## config.mk

```make
export PLATFORM = sky130hd
export DESIGN_NAME = spi_nand_cmd_seq
export DESIGN_NICKNAME = d
export VERILOG_FILES = /design/src/rtl/spi_nand_pkg.sv /design/src/rtl/spi_nand_cmd_seq.sv
export SDC_FILE = /design/constraint.sdc
export NUM_CORES = 1
export LEC_CHECK = 0
export ABC_AREA = 0
export CELL_PAD_IN_SITES_DETAIL_PLACEMENT = 0
export CELL_PAD_IN_SITES_GLOBAL_PLACEMENT = 1
export CORE_MARGIN = 4
export CORE_UTILIZATION = 37
export DETAILED_ROUTE_END_ITERATION = 10
export PLACE_DENSITY_LB_ADDON = 0.1
export SETUP_SLACK_MARGIN = 0.05
export SLEW_MARGIN = 30
export SYNTH_ARGS = -nofsm -noshare
export SYNTH_HDL_FRONTEND = slang
export SYNTH_SLANG_ARGS = --single-unit
```

## constraint.sdc

```tcl
create_clock -name i_Clk -period 2 [get_ports i_Clk]
set_input_delay 0.3 -clock i_Clk [delete_from_list [all_inputs] [get_ports i_Clk]]
set_output_delay 0.3 -clock i_Clk [all_outputs]
set_load 0.01 [all_outputs]
```

## src/rtl/spi_nand_pkg.sv

```systemverilog
// Shared definitions for the SPI-NAND command sequencer.
// Holds the flash opcodes, the host command encoding, the sequencer state
// encoding and the helper that picks the byte to transmit for a given
// position inside a transaction.
package spi_nand_pkg;

    // Flash opcodes and the status feature address
    localparam logic [7:0] OpcReadId     = 8'h9F;
    localparam logic [7:0] OpcGetFeature = 8'h0F;
    localparam logic [7:0] OpcPageRead   = 8'h13;
    localparam logic [7:0] OpcReadCache  = 8'h03;
    localparam logic [7:0] FeatStatus    = 8'hC0;

    // Host command encoding on i_Cmd_Op
    typedef enum logic [1:0] {
        CmdReadId    = 2'd0,
        CmdGetStatus = 2'd1,
        CmdPageRead  = 2'd2,
        CmdReadCache = 2'd3
    } cmd_op_e;

    typedef enum logic [2:0] {
        StIdle   = 3'd0,
        StCsLow  = 3'd1,
        StSend   = 3'd2,
        StWaitRx = 3'd3,
        StCsHigh = 3'd4,
        StGap    = 3'd5
    } state_e;

    // Byte to send at position idx. status_xfer selects the GET_FEATURE(C0)
    // framing used both by GET_STATUS and by PAGE_READ polls. Positions past
    // the header (dummy / data clocking) are always 00.
    function automatic logic [7:0] tx_byte_for(cmd_op_e     op,
                                               logic        status_xfer,
                                               logic [2:0]  idx,
                                               logic [23:0] row,
                                               logic [15:0] col);
        logic [7:0] b;
        b = 8'h00;
        if (status_xfer) begin
            if (idx == 3'd0)      b = OpcGetFeature;
            else if (idx == 3'd1) b = FeatStatus;
        end else begin
            case (op)
                CmdReadId: begin
                    if (idx == 3'd0) b = OpcReadId;
                end
                CmdPageRead: begin
                    case (idx)
                        3'd0:    b = OpcPageRead;
                        3'd1:    b = row[23:16];
                        3'd2:    b = row[15:8];
                        3'd3:    b = row[7:0];
                        default: b = 8'h00;
                    endcase
                end
                CmdReadCache: begin
                    case (idx)
                        3'd0:    b = OpcReadCache;
                        3'd1:    b = col[15:8];
                        3'd2:    b = col[7:0];
                        default: b = 8'h00;
                    endcase
                end
                default: b = 8'h00;
            endcase
        end
        return b;
    endfunction

endpackage

```

## src/rtl/spi_nand_cmd_seq.sv

```systemverilog
// SPI-NAND command sequencer.
// Turns host commands (READ_ID, GET_STATUS, PAGE_READ, READ_CACHE) into byte
// streams for a byte-oriented SPI master, frames each transaction with chip
// select, polls the status register after PAGE_READ, and returns data bytes.
// Ports:
//   i_Clk, i_Rst_L                 clock, async active-low reset
//   i_Cmd_Valid/o_Cmd_Ready        command handshake
//   i_Cmd_Op/i_Row_Addr/i_Col_Addr/i_Len  command fields (latched on accept)
//   o_Data/o_Data_Valid            returned bytes
//   o_Done/o_Timeout               completion pulse, PAGE_READ poll timeout
//   o_SPI_CS_n                     flash chip select
//   o_TX_Byte/o_TX_DV/i_TX_Ready   byte to SPI master
//   i_RX_DV/i_RX_Byte              byte from SPI master
module spi_nand_cmd_seq
    import spi_nand_pkg::*;
#(
    parameter int unsigned CS_SETUP   = 2,
    parameter int unsigned CS_IDLE    = 4,
    parameter int unsigned POLL_LIMIT = 1024
) (
    input  logic        i_Clk,
    input  logic        i_Rst_L,
    input  logic        i_Cmd_Valid,
    output logic        o_Cmd_Ready,
    input  logic [1:0]  i_Cmd_Op,
    input  logic [23:0] i_Row_Addr,
    input  logic [15:0] i_Col_Addr,
    input  logic [11:0] i_Len,
    output logic [7:0]  o_Data,
    output logic        o_Data_Valid,
    output logic        o_Done,
    output logic        o_Timeout,
    output logic        o_SPI_CS_n,
    output logic [7:0]  o_TX_Byte,
    output logic        o_TX_DV,
    input  logic        i_TX_Ready,
    input  logic        i_RX_DV,
    input  logic [7:0]  i_RX_Byte
);

    localparam int unsigned WaitMax = (CS_SETUP > CS_IDLE) ? CS_SETUP : CS_IDLE;
    localparam int unsigned WaitW   = $clog2(WaitMax + 1);
    localparam int unsigned PollW   = $clog2(POLL_LIMIT + 1);

    state_e             state_q;
    cmd_op_e            op_q;
    logic [23:0]        row_q;
    logic [15:0]        col_q;
    logic [11:0]        len_cnt_q;   // data bytes left; 0 means 4096
    logic [2:0]         idx_q;       // byte position in transaction, sticks at 4
    logic               poll_q;      // PAGE_READ is in its status-poll phase
    logic [PollW-1:0]   poll_cnt_q;
    logic [7:0]         status_q;
    logic [WaitW-1:0]   wait_q;

    logic               cmd_ready_q;
    logic [7:0]         data_q;
    logic               data_valid_q;
    logic               done_q;
    logic               timeout_q;
    logic               cs_n_q;
    logic [7:0]         tx_byte_q;

    logic status_xfer;
    logic last_byte;
    logic return_byte;
    logic setup_met;
    logic idle_met;
    logic poll_more;

    always_comb begin
        status_xfer = poll_q || (op_q == CmdGetStatus);
        last_byte   = 1'b0;
        return_byte = 1'b0;
        if (status_xfer) begin
            last_byte   = (idx_q == 3'd2);
            return_byte = !poll_q && (idx_q == 3'd2);
        end else begin
            case (op_q)
                CmdReadId: begin
                    last_byte   = (idx_q == 3'd3);
                    return_byte = (idx_q >= 3'd2);
                end
                CmdPageRead: begin
                    last_byte = (idx_q == 3'd3);
                end
                CmdReadCache: begin
                    last_byte   = (idx_q == 3'd4) && (len_cnt_q == 12'd1);
                    return_byte = (idx_q == 3'd4);
                end
                default: begin
                    last_byte   = 1'b0;
                    return_byte = 1'b0;
                end
            endcase
        end
        setup_met = (32'(wait_q) + 32'd1) >= CS_SETUP;
        idle_met  = (32'(wait_q) + 32'd1) >= CS_IDLE;
        poll_more = 32'(poll_cnt_q) < POLL_LIMIT;
    end

    // Strobe is qualified by ready so a held-off SEND never issues a byte.
    assign o_TX_DV      = (state_q == StSend) && i_TX_Ready;
    assign o_TX_Byte    = tx_byte_q;
    assign o_SPI_CS_n   = cs_n_q;
    assign o_Cmd_Ready  = cmd_ready_q;
    assign o_Data       = data_q;
    assign o_Data_Valid = data_valid_q;
    assign o_Done       = done_q;
    assign o_Timeout    = timeout_q;

    always_ff @(posedge i_Clk or negedge i_Rst_L) begin
        if (!i_Rst_L) begin
            state_q      <= StIdle;
            op_q         <= CmdReadId;
            row_q        <= '0;
            col_q        <= '0;
            len_cnt_q    <= '0;
            idx_q        <= '0;
            poll_q       <= 1'b0;
            poll_cnt_q   <= '0;
            status_q     <= '0;
            wait_q       <= '0;
            cmd_ready_q  <= 1'b0;
            data_q       <= '0;
            data_valid_q <= 1'b0;
            done_q       <= 1'b0;
            timeout_q    <= 1'b0;
            cs_n_q       <= 1'b1;
            tx_byte_q    <= '0;
        end else begin
            data_valid_q <= 1'b0;
            done_q       <= 1'b0;
            timeout_q    <= 1'b0;
            unique case (state_q)
                StIdle: begin
                    cmd_ready_q <= 1'b1;
                    if (i_Cmd_Valid && cmd_ready_q) begin
                        cmd_ready_q <= 1'b0;
                        op_q        <= cmd_op_e'(i_Cmd_Op);
                        row_q       <= i_Row_Addr;
                        col_q       <= i_Col_Addr;
                        len_cnt_q   <= i_Len;
                        poll_q      <= 1'b0;
                        poll_cnt_q  <= '0;
                        idx_q       <= '0;
                        wait_q      <= '0;
                        cs_n_q      <= 1'b0;
                        state_q     <= StCsLow;
                    end
                end
                StCsLow: begin
                    if (setup_met) begin
                        tx_byte_q <= tx_byte_for(op_q, status_xfer, 3'd0, row_q, col_q);
                        state_q   <= StSend;
                    end else begin
                        wait_q <= wait_q + WaitW'(1);
                    end
                end
                StSend: begin
                    if (i_TX_Ready) state_q <= StWaitRx;
                end
                StWaitRx: begin
                    if (i_RX_DV) begin
                        if (return_byte) begin
                            data_q       <= i_RX_Byte;
                            data_valid_q <= 1'b1;
                        end
                        if (status_xfer && (idx_q == 3'd2)) status_q <= i_RX_Byte;
                        if ((op_q == CmdReadCache) && (idx_q == 3'd4)) begin
                            len_cnt_q <= len_cnt_q - 12'd1;
                        end
                        if (idx_q != 3'd4) idx_q <= idx_q + 3'd1;
                        if (last_byte) begin
                            if (poll_q && poll_more) poll_cnt_q <= poll_cnt_q + PollW'(1);
                            wait_q  <= '0;
                            state_q <= StCsHigh;
                        end else begin
                            tx_byte_q <= tx_byte_for(op_q, status_xfer, idx_q + 3'd1,
                                                     row_q, col_q);
                            state_q   <= StSend;
                        end
                    end
                end
                StCsHigh: begin
                    if (setup_met) begin
                        cs_n_q  <= 1'b1;
                        wait_q  <= '0;
                        state_q <= StGap;
                    end else begin
                        wait_q <= wait_q + WaitW'(1);
                    end
                end
                StGap: begin
                    if (idle_met) begin
                        wait_q <= '0;
                        if ((op_q == CmdPageRead) && !poll_q) begin
                            // PAGE_READ command sent: start polling OIP
                            poll_q  <= 1'b1;
                            idx_q   <= '0;
                            cs_n_q  <= 1'b0;
                            state_q <= StCsLow;
                        end else if (poll_q && status_q[0] && poll_more) begin
                            idx_q   <= '0;
                            cs_n_q  <= 1'b0;
                            state_q <= StCsLow;
                        end else begin
                            done_q    <= 1'b1;
                            timeout_q <= poll_q && status_q[0];
                            state_q   <= StIdle;
                        end
                    end else begin
                        wait_q <= wait_q + WaitW'(1);
                    end
                end
                default: state_q <= StIdle;
            endcase
        end
    end

endmodule

```

==> impl_results.md, run 1 <==
* Run status: complete, but fails checks
* Failing checks: negative setup slack
* Number of flops mapped to enable cells by yosys at 0
* Seq cells post-synth at 97
* Relative slew margins at 0.652
* Logic pwr share at 0.531
* Antenna-violating nets left at 0
* Setup CP Type: reg2reg
* Critical-path top delay cell: or4_4
* Pwr Density at around 1500 mW/mm2
* Power share of the clock group at 0.181
* Reg2reg start: len_cnt_q[8]
* Gpl congestion at roughly 0.84
* Slew @ Worst Pin at between 0.5 and 0.6 ns
* CP cell instances: or4_4 > or4_4 > a41o_1 > mux2_4
* Switching portion of total power at 0.374
* Fin nets at ~740
* Row count at 42
* Worst r2r path cells at 4
* ANT cells at 0
* First-pass DRT Iterations at 4
* Skew-Pair Late Insertion Delay at 0.35 ns
* DR vias at ~4500
* CTS tree: built
* Synth warn at 0
* Biggest cell delay along the critical path at 0.55 ns
* CTS max path bufs at 2
* Internal at 0.00705 W
* CP Data Required Time at 2.23 ns
* Setup violations, final at 9
* Root buf cell: clkbuf_16
* CP max FO at 3
* Fin area at about 0.0077 mm2
* Min cycle time layout at 2.07 ns
* Die Span Y at ~130 um
* Drt drc at 0
* Fin. max-slew vios at 0
* PnR worst setup slack at -0.0742 ns
* Ports at 89
* # clock sinks at 97
* Final hold viol count at 0
* Critical path startpoint category: register
* Clock slew at reported path FFs at around 0.070 ns
* Vias in the first global route at 4789
* Placed Area at 0.00686 mm2
* TritonCTS Buffers at 9
* Clock Skews at 0.00537 ns
* Die width at 126 um
* Initial DRC count at 270
* Fin Hold WS at 0.486 ns
* Finished Core Util at 0.574
* Initial antenna violation count at 0
* Core area at 0.0134 mm2
* NetSw at approximately 0.0042 W
* Grt total ovfl at 0
* Hpwl dp at 10900 um
* Leakage at 3.30 nW
* Final period util at 1.04
* First-pass GRT wire length at 24300 um
* Initial Util at 0.383
* Drt total wl at 14700 um
* Htree depth at 3
* Most frequent CP cell: or4_4
* Fmax at 482 MHz
* Hold/Removal Path Class: in2async
* Routed len/inst at 17.5 um
* Setup tns final at -0.357 ns
* Largest net degree at the start of global routing at 60
* Tot Pwr at between 0.01 and 0.015 W
* CP bufs+invs at 0
* CP endpoint kind: register
* Seq pwr share at 0.288
* Cells after Synth at about 490
* Synthesized cell area at 0.00513 mm2
* Netlist cell types at 63
* Max IR drop VDD at between 500 and 600 uV
* Die area at 0.0158 mm2
* Vias per cell at 5.36
* Mean post-synth cell area at ~10 um2
* Delay-heaviest family, CP: simple AND/OR/NAND/NOR gates
* Number of max-cap violations at 0
* Flop2flop setup slack at -0.07 ns
* Share of post-route cells with drive strength above 1 at 0.287
* Top_reg_cell synth: dfrtp_1
* Syn-to-layout area delta at 49.7%
* End of the worst register-to-register path: wait_q[0]
* GRT Util Overall at 0.188
* Unrepaired setup endpoints after global routing: yes
* Register area share after synthesis at 0.473
* Syn Nets at ~570
* PortBufs at slightly below 90
* Critical path arrival at 2.31 ns
* Post-synth ARST share at 1.00
-- layer usage --
| layer | share of wire | up-vias | wire, um | GRT usage |
|---|---|---|---|---|
| li1 | - | 2149 | - | - |
| met1 | 0.48 | 2233 | 7020 | 0.262 |
| met2 | 0.47 | 96 | 6870 | 0.303 |
| met3 | 0.042 | 16 | 619 | 0.0334 |
| met4 | 0.012 | 0 | 177 | 0.0568 |
| met5 | 0 | - | 0 | 0 |
-- how the worst max path moves through the flow --
stage	start	endpoint	slack, ns	cells past startpoint
after floorplan	len_cnt_q[8]	o_TX_Byte[0]	-0.003	5
after global placement	wait_q[0]	idx_q[0]	-0.12	7
after detailed placement	wait_q[0]	idx_q[0]	-0.14	7
after CTS	len_cnt_q[8]	wait_q[0]	-0.06	4
after global routing	idx_q[1]	o_TX_Byte[2]	-0.19	8
final	len_cnt_q[8]	wait_q[0]	-0.07	4
-- cell usage in the layout, fill, tap and decap left out, types with 4 or more instances in the layout --
master | netlist | layout
dfrtp_2 | 0 | 4
buf_4 | 0 | 80
and3_1 | 7 | 7
dfrtp_1 | 96 | 92
nand2b_1 | 7 | 7
clkbuf_16 | 0 | 9
mux2i_1 | 8 | 8
xnor2_1 | 6 | 6
ha_2 | 0 | 5
nor2_1 | 27 | 27
nand3_1 | 8 | 8
buf_12 | 0 | 4
nor3_2 | 0 | 4
ha_1 | 15 | 6
o21ai_1 | 20 | 18
clkdlybuf4s50_1 | 0 | 86
a22oi_1 | 11 | 11
buf_6 | 0 | 10
a221o_1 | 4 | 4
nor3_1 | 14 | 10
ha_4 | 0 | 4
a21oi_2 | 0 | 4
mux2_4 | 6 | 12
inv_1 | 20 | 17
o21ai_0 | 12 | 11
mux2_1 | 48 | 42
nor4_2 | 0 | 5
nand2_1 | 32 | 30
o22ai_1 | 9 | 5
inv_2 | 3 | 5
a222oi_1 | 5 | 5
a21oi_1 | 29 | 25
-- sequential cells by signal, summed over array words and instances, names as in the netlist, 8 cells and up --
signal,count
o_Data,8
col_q,16
poll_cnt_q,11
len_cnt_q,12
o_TX_Byte,8
row_q,24
-- power by group through the flow --
stage          sequential, W  combinational, W  clock (W)
2_1_floorplan        0.00319           0.00284          0
3_3_place_gp         0.00326           0.00504          0
3_5_place_dp         0.00328           0.00511          0
4_1_cts              0.00323           0.00560    0.00209
5_1_grt              0.00335           0.00651    0.00215
6_report             0.00324           0.00598    0.00204
-- worst min-delay path: cells and delay by family --
family                 cells  cell delay [ns]
buffers and inverters      3             0.91
-- cell type report --
type / instances / area [um2]
inverters: 23 / 88.8
clock buffers: 9 / 225
repair buffers: 182 / 1670
multi-input cells: 344 / 2920
fillers: 1181 / 5710
flip-flops and latches: 97 / 2430
well taps: 176 / 220
clock inverters: 7 / 124
-- what timing repair did --
item / 4_1_cts / 5_1_grt
buffers inserted: 6 / 6
pin swaps: 21 / 15
hold buffers: 1 / 0
hold endpoints to repair: 58 / 0
setup endpoints to repair: 37 / 55
gates resized for setup: 42 / 41
-- through the flow --
step / setup WS [ns] / cells
2_1_floorplan: -0.00273 / 492
3_3_place_gp: -0.117 / 810
3_5_place_dp: -0.138 / 810
4_1_cts: -0.0638 / 833
5_1_grt: -0.188 / 838
6_report: -0.0742 / 838
-- logic make-up after synthesis --
kind of cell | synth area share
and+or+nand+nor | 0.139
buffers and inverters | 0.0380
DFF | 0.473
adders and majority gates | 0.0365
muxes | 0.145
AOI/OAI and AO/OA | 0.158
xor gates and xnor gates | 0.0102
-- cells in the mapped netlist (3+ instances only) --
cell,number,area [um2]
a222oi_1,5,50.1
nor4_1,10,62.6
o2bb2ai_1,3,26.3
or2_1,5,31.3
nor2b_1,3,18.8
mux2_1,48,541
or3_1,3,18.8
a21oi_1,29,145
xnor2_1,6,52.6
nor3_1,14,70.1
a31oi_1,4,25.0
nor2_1,27,101
clkbuf_1,23,86.3
mux2_2,3,33.8
nand4_1,3,18.8
a211oi_1,3,22.5
a22oi_1,11,82.6
ha_1,15,188
nand3_1,8,40.0
mux2i_1,8,80.1
o21ai_0,12,60.1
o21ai_1,20,100
buf_2,3,15.0
and3_1,7,43.8
inv_2,3,11.3
inv_1,20,75.1
nand2b_1,7,43.8
o22ai_1,9,56.3
and2_1,3,18.8
mux2_4,6,90.1
nand2_1,32,120
dfrtp_1,96,2400
a221o_1,4,40.0
Power figures use the tool's default switching activity.
==> inputs of run 2 (changes only) <==
CTS_BUF_LIST = sky130_fd_sc_hd__clkbuf_16   (was unset)
REMOVE_ABC_BUFFERS = 1   (was unset)
==> impl_results.md, run 2 (synthesized netlist as in run 1, its figures left out) <==
* PnR worst setup slack at -0.0629 ns (was -0.0742 ns)
* Power share of the clock group at 0.180 (was 0.181)
* Die width at 126 um (unchanged)
* Fin nets at 723 (was 739)
* Skew-Pair Late Insertion Delay at 0.36 ns (was 0.35 ns)
* Critical-path top delay cell: or4_4 (unchanged)
* Ports at 89 (unchanged)
* Setup violations, final at 8 (was 9)
* Hpwl dp at 9870 um (was 10900 um)
* Finished Core Util at 0.543 (was 0.574)
* Vias in the first global route at 4534 (was 4789)
* Share of post-route cells with drive strength above 1 at 0.228 (was 0.287)
* TritonCTS Buffers at 9 (unchanged)
* Internal at 0.00647 W (was 0.00705 W)
* Min cycle time layout at 2.06 ns (was 2.07 ns)
* Final hold viol count at 2 (was 0)
* Relative slew margins at 0.640 (was 0.652)
* Fmax at 485 MHz (was 482 MHz)
* Largest regs: row_q: 24 flops, col_q: 16 flops, len_cnt_q: 12 flops (unchanged)
* Grt met1 use at 0.239 (was 0.262)
* Number of max-cap violations at 0 (unchanged)
* Largest net degree at the start of global routing at 98 (was 60)
* CTS max path bufs at 2 (unchanged)
* Failing checks: negative hold slack, negative setup slack (was negative setup slack)
* Pwr Density at 1410 mW/mm2 (was 1470 mW/mm2)
* Drt drc at 0 (unchanged)
* Critical path arrival at 2.31 ns (about the same)
* Core area at 0.0134 mm2 (unchanged)
* NetSw at 0.00378 W (was 0.00421 W)
* Flop2flop setup slack at -0.06 ns (was -0.07 ns)
* Worst r2r path cells at 4 (unchanged)
* Met2 usage at 0.284 (was 0.303)
* Initial DRC count at 317 (was 270)
* Die area at 0.0158 mm2 (unchanged)
* Tot Pwr at 0.0103 W (was 0.0113 W)
* Initial Util at 0.383 (unchanged)
* Initial antenna violation count at 0 (unchanged)
* Fin Hold WS at -0.00273 ns (was 0.486 ns)
* Setup CP Type: reg2reg (unchanged)
* Non-filler cells, final at 822 (was 838)
* First-pass GRT wire length at 23100 um (was 24300 um)
* Switching portion of total power at 0.369 (was 0.374)
* Fin area at 0.00727 mm2 (was 0.00769 mm2)
* Clock Skews at 0.00754 ns (was 0.00537 ns)
* Max IR drop VDD at 637 uV (was 523 uV)
* Commonest non-fill, non-tap cell in the layout: dfrtp_1 (unchanged)
* WP depth at 4 (unchanged)
* Run status: complete, but fails checks (unchanged)
* Root buf cell: clkbuf_16 (unchanged)
* Grt total ovfl at 0 (unchanged)
* CP bufs+invs at 0 (unchanged)
* Delay-heaviest family, CP: simple AND/OR/NAND/NOR gates (unchanged)
* Unrepaired setup endpoints after global routing: yes (unchanged)
* Clock slew at reported path FFs at 0.07 ns (about the same)
* Leakage at 3.16 nW (was 3.30 nW)
* Fillcell total at 1238 (was 1181)
* Syn-to-layout area delta at 41.6% (was 49.7%)
* ANT cells at 0 (unchanged)
* Post-CTS Hold Fix Bufs at 0 (was 1)
* PortBufs at 88 (unchanged)
* Hold/Removal Path Class: in2async (unchanged)
* Final period util at 1.03 (was 1.04)
* Gpl congestion at 0.842 (was 0.839)
* # clock sinks at 97 (unchanged)
* Dpl cells at 800 (was 810)
* CP endpoint kind: register (unchanged)
* Biggest cell delay along the critical path at 0.56 ns (was 0.55 ns)
* Logic pwr share at 0.508 (was 0.531)
* Worst setup path endpoint: wait_q[0] (unchanged)
* DR vias at 4346 (was 4494)
* Placed Area at 0.00670 mm2 (was 0.00686 mm2)
* Reg2reg start: len_cnt_q[10] (was len_cnt_q[8])
* Fin. max-slew vios at 0 (unchanged)
* Antenna-violating nets left at 0 (unchanged)
* Vias per cell at 5.29 (was 5.36)
* Critical path startpoint category: register (unchanged)
* CP cell instances: or3_1 > or4_4 > a41o_1 > mux2_4 (was or4_4 > or4_4 > a41o_1 > mux2_4)
* Die Span Y at 126 um (unchanged)
* Row count at 42 (unchanged)
* Top reg by flops: row_q (unchanged)
* Largest register FFs at 24 (unchanged)
* Busiest layer in global routing: met2 (unchanged)
* CP Data Required Time at 2.24 ns (was 2.23 ns)
* Slew @ Worst Pin at 0.539 ns (was 0.522 ns)
* Routed len/inst at 16.8 um (was 17.5 um)
* End of the worst register-to-register path: wait_q[0] (unchanged)
* GR Util met3 at 0.0478 (was 0.0334)
* First-pass DRT Iterations at 5 (was 4)
* Htree depth at 3 (unchanged)
* Seq pwr share at 0.312 (was 0.288)
* Drt total wl at 13800 um (was 14700 um)
* Critical path launch point: len_cnt_q[10] (was len_cnt_q[8])
* GRT Util Overall at 0.180 (was 0.188)
* CTS tree: built (unchanged)
* Most frequent cells in the layout: 93 x dfrtp_1, 86 x clkdlybuf4s50_1, 70 x buf_4 (was 92 x dfrtp_1, 86 x clkdlybuf4s50_1, 80 x buf_4)
* CP max FO at 3 (unchanged)
run 2: cell types whose count changed in the layout (fill, tap and decap cells not counted), moves of 4 or more:
cell / delta
ha_1: +4
mux2_1: +6
mux2_4: -6
buf_4: -10
run 2: worst min-delay path by stage:
stage | slack, ns | cells after the start | end | from
3_3_place_gp | 0.41 | 2 | row_q[16] | i_Rst_L
5_1_grt | 0.03 | 2 | col_q[8] | i_Rst_L
6_report | -0.003 | 2 | row_q[0] | i_Rst_L
3_5_place_dp | 0.40 | 2 | row_q[0] | i_Rst_L
2_1_floorplan | 0.004 | 0 | col_q[0] | i_Rst_L
4_1_cts | 0.02 | 2 | col_q[0] | i_Rst_L
run 2: metrics by stage:
stage	worst slack, ns	setup TNS, ns
after floorplan	-6.49	-310.93
after detailed placement	-0.207	-3.53
final	-0.0629	-0.290
after global placement	-0.180	-2.39
after CTS	-0.0645	-0.380
after global routing	-0.117	-1.13
run 2: worst register-to-register path, cell delays in order, from the launching register on:
cell and delay, ns:
dfrtp_1 0.39, or3_1 0.40, or4_4 0.57, a41o_1 0.29, mux2_4 0.31
run 2: power by group through the flow:
stage / logic, W / clock network [W] / registers [W]
3_3_place_gp: 0.00474 / 0 / 0.00323
3_5_place_dp: 0.00480 / 0 / 0.00326
5_1_grt: 0.00577 / 0.00198 / 0.00330
2_1_floorplan: 0.00257 / 0 / 0.00327
6_report: 0.00520 / 0.00185 / 0.00320
4_1_cts: 0.00510 / 0.00191 / 0.00320
run 2: area by class of cell:
type	instances	area (um2)	share of cell area
repair buffers	166	1510	0.208
inverters	23	86.3	0.0119
clock buffers	9	225	0.0310
multi-input cells	344	2710	0.372
well taps	176	220	0.0303
flip-flops and latches	97	2430	0.334
clock inverters	7	87.6	0.0120
run 2: metal layers:
metal,routed length (um),vias up
met1,6260,2129
met4,217,0
met5,0,-
met2,6520,94
met3,817,12
li1,-,2111
run 2: what timing repair did:
action                     in CTS  in global routing
setup buffers                   6                  0
pin swaps                      10                  7
resized for setup              32                 18
setup endpoints to repair      34                 40
==> edit: new RTL, flow settings as in run 1 <==
The 6 states of `state_e` get a Gray code encoding in 3 bits.
--- a/src/rtl/spi_nand_pkg.sv
+++ b/src/rtl/spi_nand_pkg.sv
@@ -20,12 +20,12 @@
     } cmd_op_e;
 
     typedef enum logic [2:0] {
-        StIdle   = 3'd0,
-        StCsLow  = 3'd1,
-        StSend   = 3'd2,
-        StWaitRx = 3'd3,
-        StCsHigh = 3'd4,
-        StGap    = 3'd5
+        StIdle   = 3'b000,
+        StCsLow  = 3'b001,
+        StSend   = 3'b011,
+        StWaitRx = 3'b010,
+        StCsHigh = 3'b110,
+        StGap    = 3'b111
     } state_e;
 
     // Byte to send at position idx. status_xfer selects the GET_FEATURE(C0)
Check against the original RTL: no difference found for any inputs over 10 cycles, from zero or initial values and one cycle with i_Rst_L low; not proved beyond that.
==> edit against run 1 <==
The flow still finishes with violations (negative setup slack). Sequential cell count stayed put. Setup slack worse by 0.063 ns. Total power is 1.1% lower. First-iteration DRC count is 40% higher. Final area is 0.50% lower. Synthesized cell count is 14% higher. Clock skew is 0.0014 ns higher. Area after synthesis is 0.41% higher. Sequential share of layout area is 0.14 points higher. Routed wire length is 5.0% higher. Critical endpoint is now o_TX_Byte[0].
==> edit: results (changes against run 1) <==
| Metric | Value |
|---|---|
| Via density | `5.33 (was 5.36)` |
| Placed Area | `6710 um2 (was 6860 um2)` |
| Commonest cells in the netlist | `nand2_1, dfrtp_1, nor2_1 (was dfrtp_1, mux2_1, nand2_1)` |
| Signal buf overhead | `22.1% (was 21.8%)` |
| Largest net degree at the start of global routing | `55 (was 60)` |
| Routed wl met3 | `573 um (was 619 um)` |
| TNS Setup | `-0.401 ns (was -0.357 ns)` |
| Post-Synthesis Cells | `562 (was 492)` |
| Share of layout cells above drive strength 1 | `26.8% (was 28.7%)` |
| Router iterations before antenna repair | `6 (was 4)` |
| Delay-heaviest family, CP | `compound AO/OA/AOI/OAI gates (was simple AND/OR/NAND/NOR gates)` |
| Placed Instances | `857 (was 810)` |
| Clock network area share | `4.51% (was 4.54%)` |
| Post-DP HPWL | `10400 um (was 10900 um)` |
| First-pass GRT wire length | `23900 um (was 24300 um)` |
| Met1 Use GR | `24.6% (was 26.2%)` |
| Nets | `800 (was 739)` |
| Cell with the largest stage delay on the worst path | `dfrtp_2 (was or4_4)` |
| CP startpoint | `idx_q[1] (was len_cnt_q[8])` |
| Largest stage delay on the critical path | `0.45 ns (was 0.55 ns)` |
| End point of the critical path | `o_TX_Byte[0] (was wait_q[0])` |
| Outcome | `finished, violations left (unchanged)` |
| # setup viols final | `9 (unchanged)` |
| M3 GR Usage | `3.26% (was 3.34%)` |
| Ranking of synthesized cells by area | `dfrtp_1, nand2_1, ha_1 (was dfrtp_1, mux2_1, ha_1)` |
| Synth unique cells | `65 (was 63)` |
| Final WS setup | `-0.137 ns (was -0.0742 ns)` |
| P_int | `6.92 mW (was 7.05 mW)` |
| Area of the multi-input gates | `2900 um2 (was 2920 um2)` |
| Met1 wire length | `7230 um (was 7020 um)` |
| Seq power | `3.20 mW (was 3.24 mW)` |
| Post-Syn Nets | `644 (was 574)` |
| WL/cell | `17.1 um (was 17.5 um)` |
| Fin cells | `899 (was 838)` |
| Worst VDD drop | `0.620 mV (was 0.523 mV)` |
| Violated checks | `negative setup slack (unchanged)` |
| GR Util met2 | `30.4% (was 30.3%)` |
==> edit: cells by family (layout without fill, tap and decap cells) <==
kind of cell    after synthesis  count (layout)  synth area share (%)
compound gates              111             112                  15.7
xor+xnor                      8               8                  1.36
fa+ha+maj                    15              15                  3.64
buf+inv                      46             206                  3.83
flops                        97              97                  47.1
mux                          21              21                  4.66
simple gates                264             264                  23.7
==> edit: worst min path at each step <==
| stage | end | slack, ns | cells after the start |
|---|---|---|---|
| after global placement | poll_cnt_q[4] | 0.25 | 1 |
| final | poll_cnt_q[4] | 0.44 | 2 |
| after floorplan | async pin | 0.004 | 0 |
| after global routing | row_q[6] | 0.47 | 3 |
| after CTS | poll_cnt_q[4] | 0.45 | 2 |
| after detailed placement | poll_cnt_q[4] | 0.26 | 1 |
==> edit: worst register-to-register path, stage by stage (launching register included) <==
cell	delay [ns]
dfrtp_2	0.45
inv_4	0.07
ha_4	0.20
buf_6	0.13
a222oi_1	0.43
or3_4	0.21
o211ai_1	0.09
a221o_1	0.35
o21a_1	0.10
==> edit: timing repair <==
action                                 in CTS  in global routing
pin swaps                                  18                 22
endpoints found under the hold margin      26                  0
buffers inserted                           15                  8
setup endpoints to repair                  33                 37
gates cloned                                0                  3
resized for setup                          34                 57
hold buffers                                1                  0
==> edit: stage by stage <==
step | util (%) | hold WS [ns] | setup slack (ns)
6_report | 56.9 | 0.440 | -0.137
5_1_grt | 56.9 | 0.467 | -0.166
4_1_cts | 54.1 | 0.448 | -0.0381
3_5_place_dp | 49.9 | 0.255 | -0.121
3_3_place_gp | 49.9 | 0.254 | -0.0826
2_1_floorplan | - | 0.00441 | 0.0288
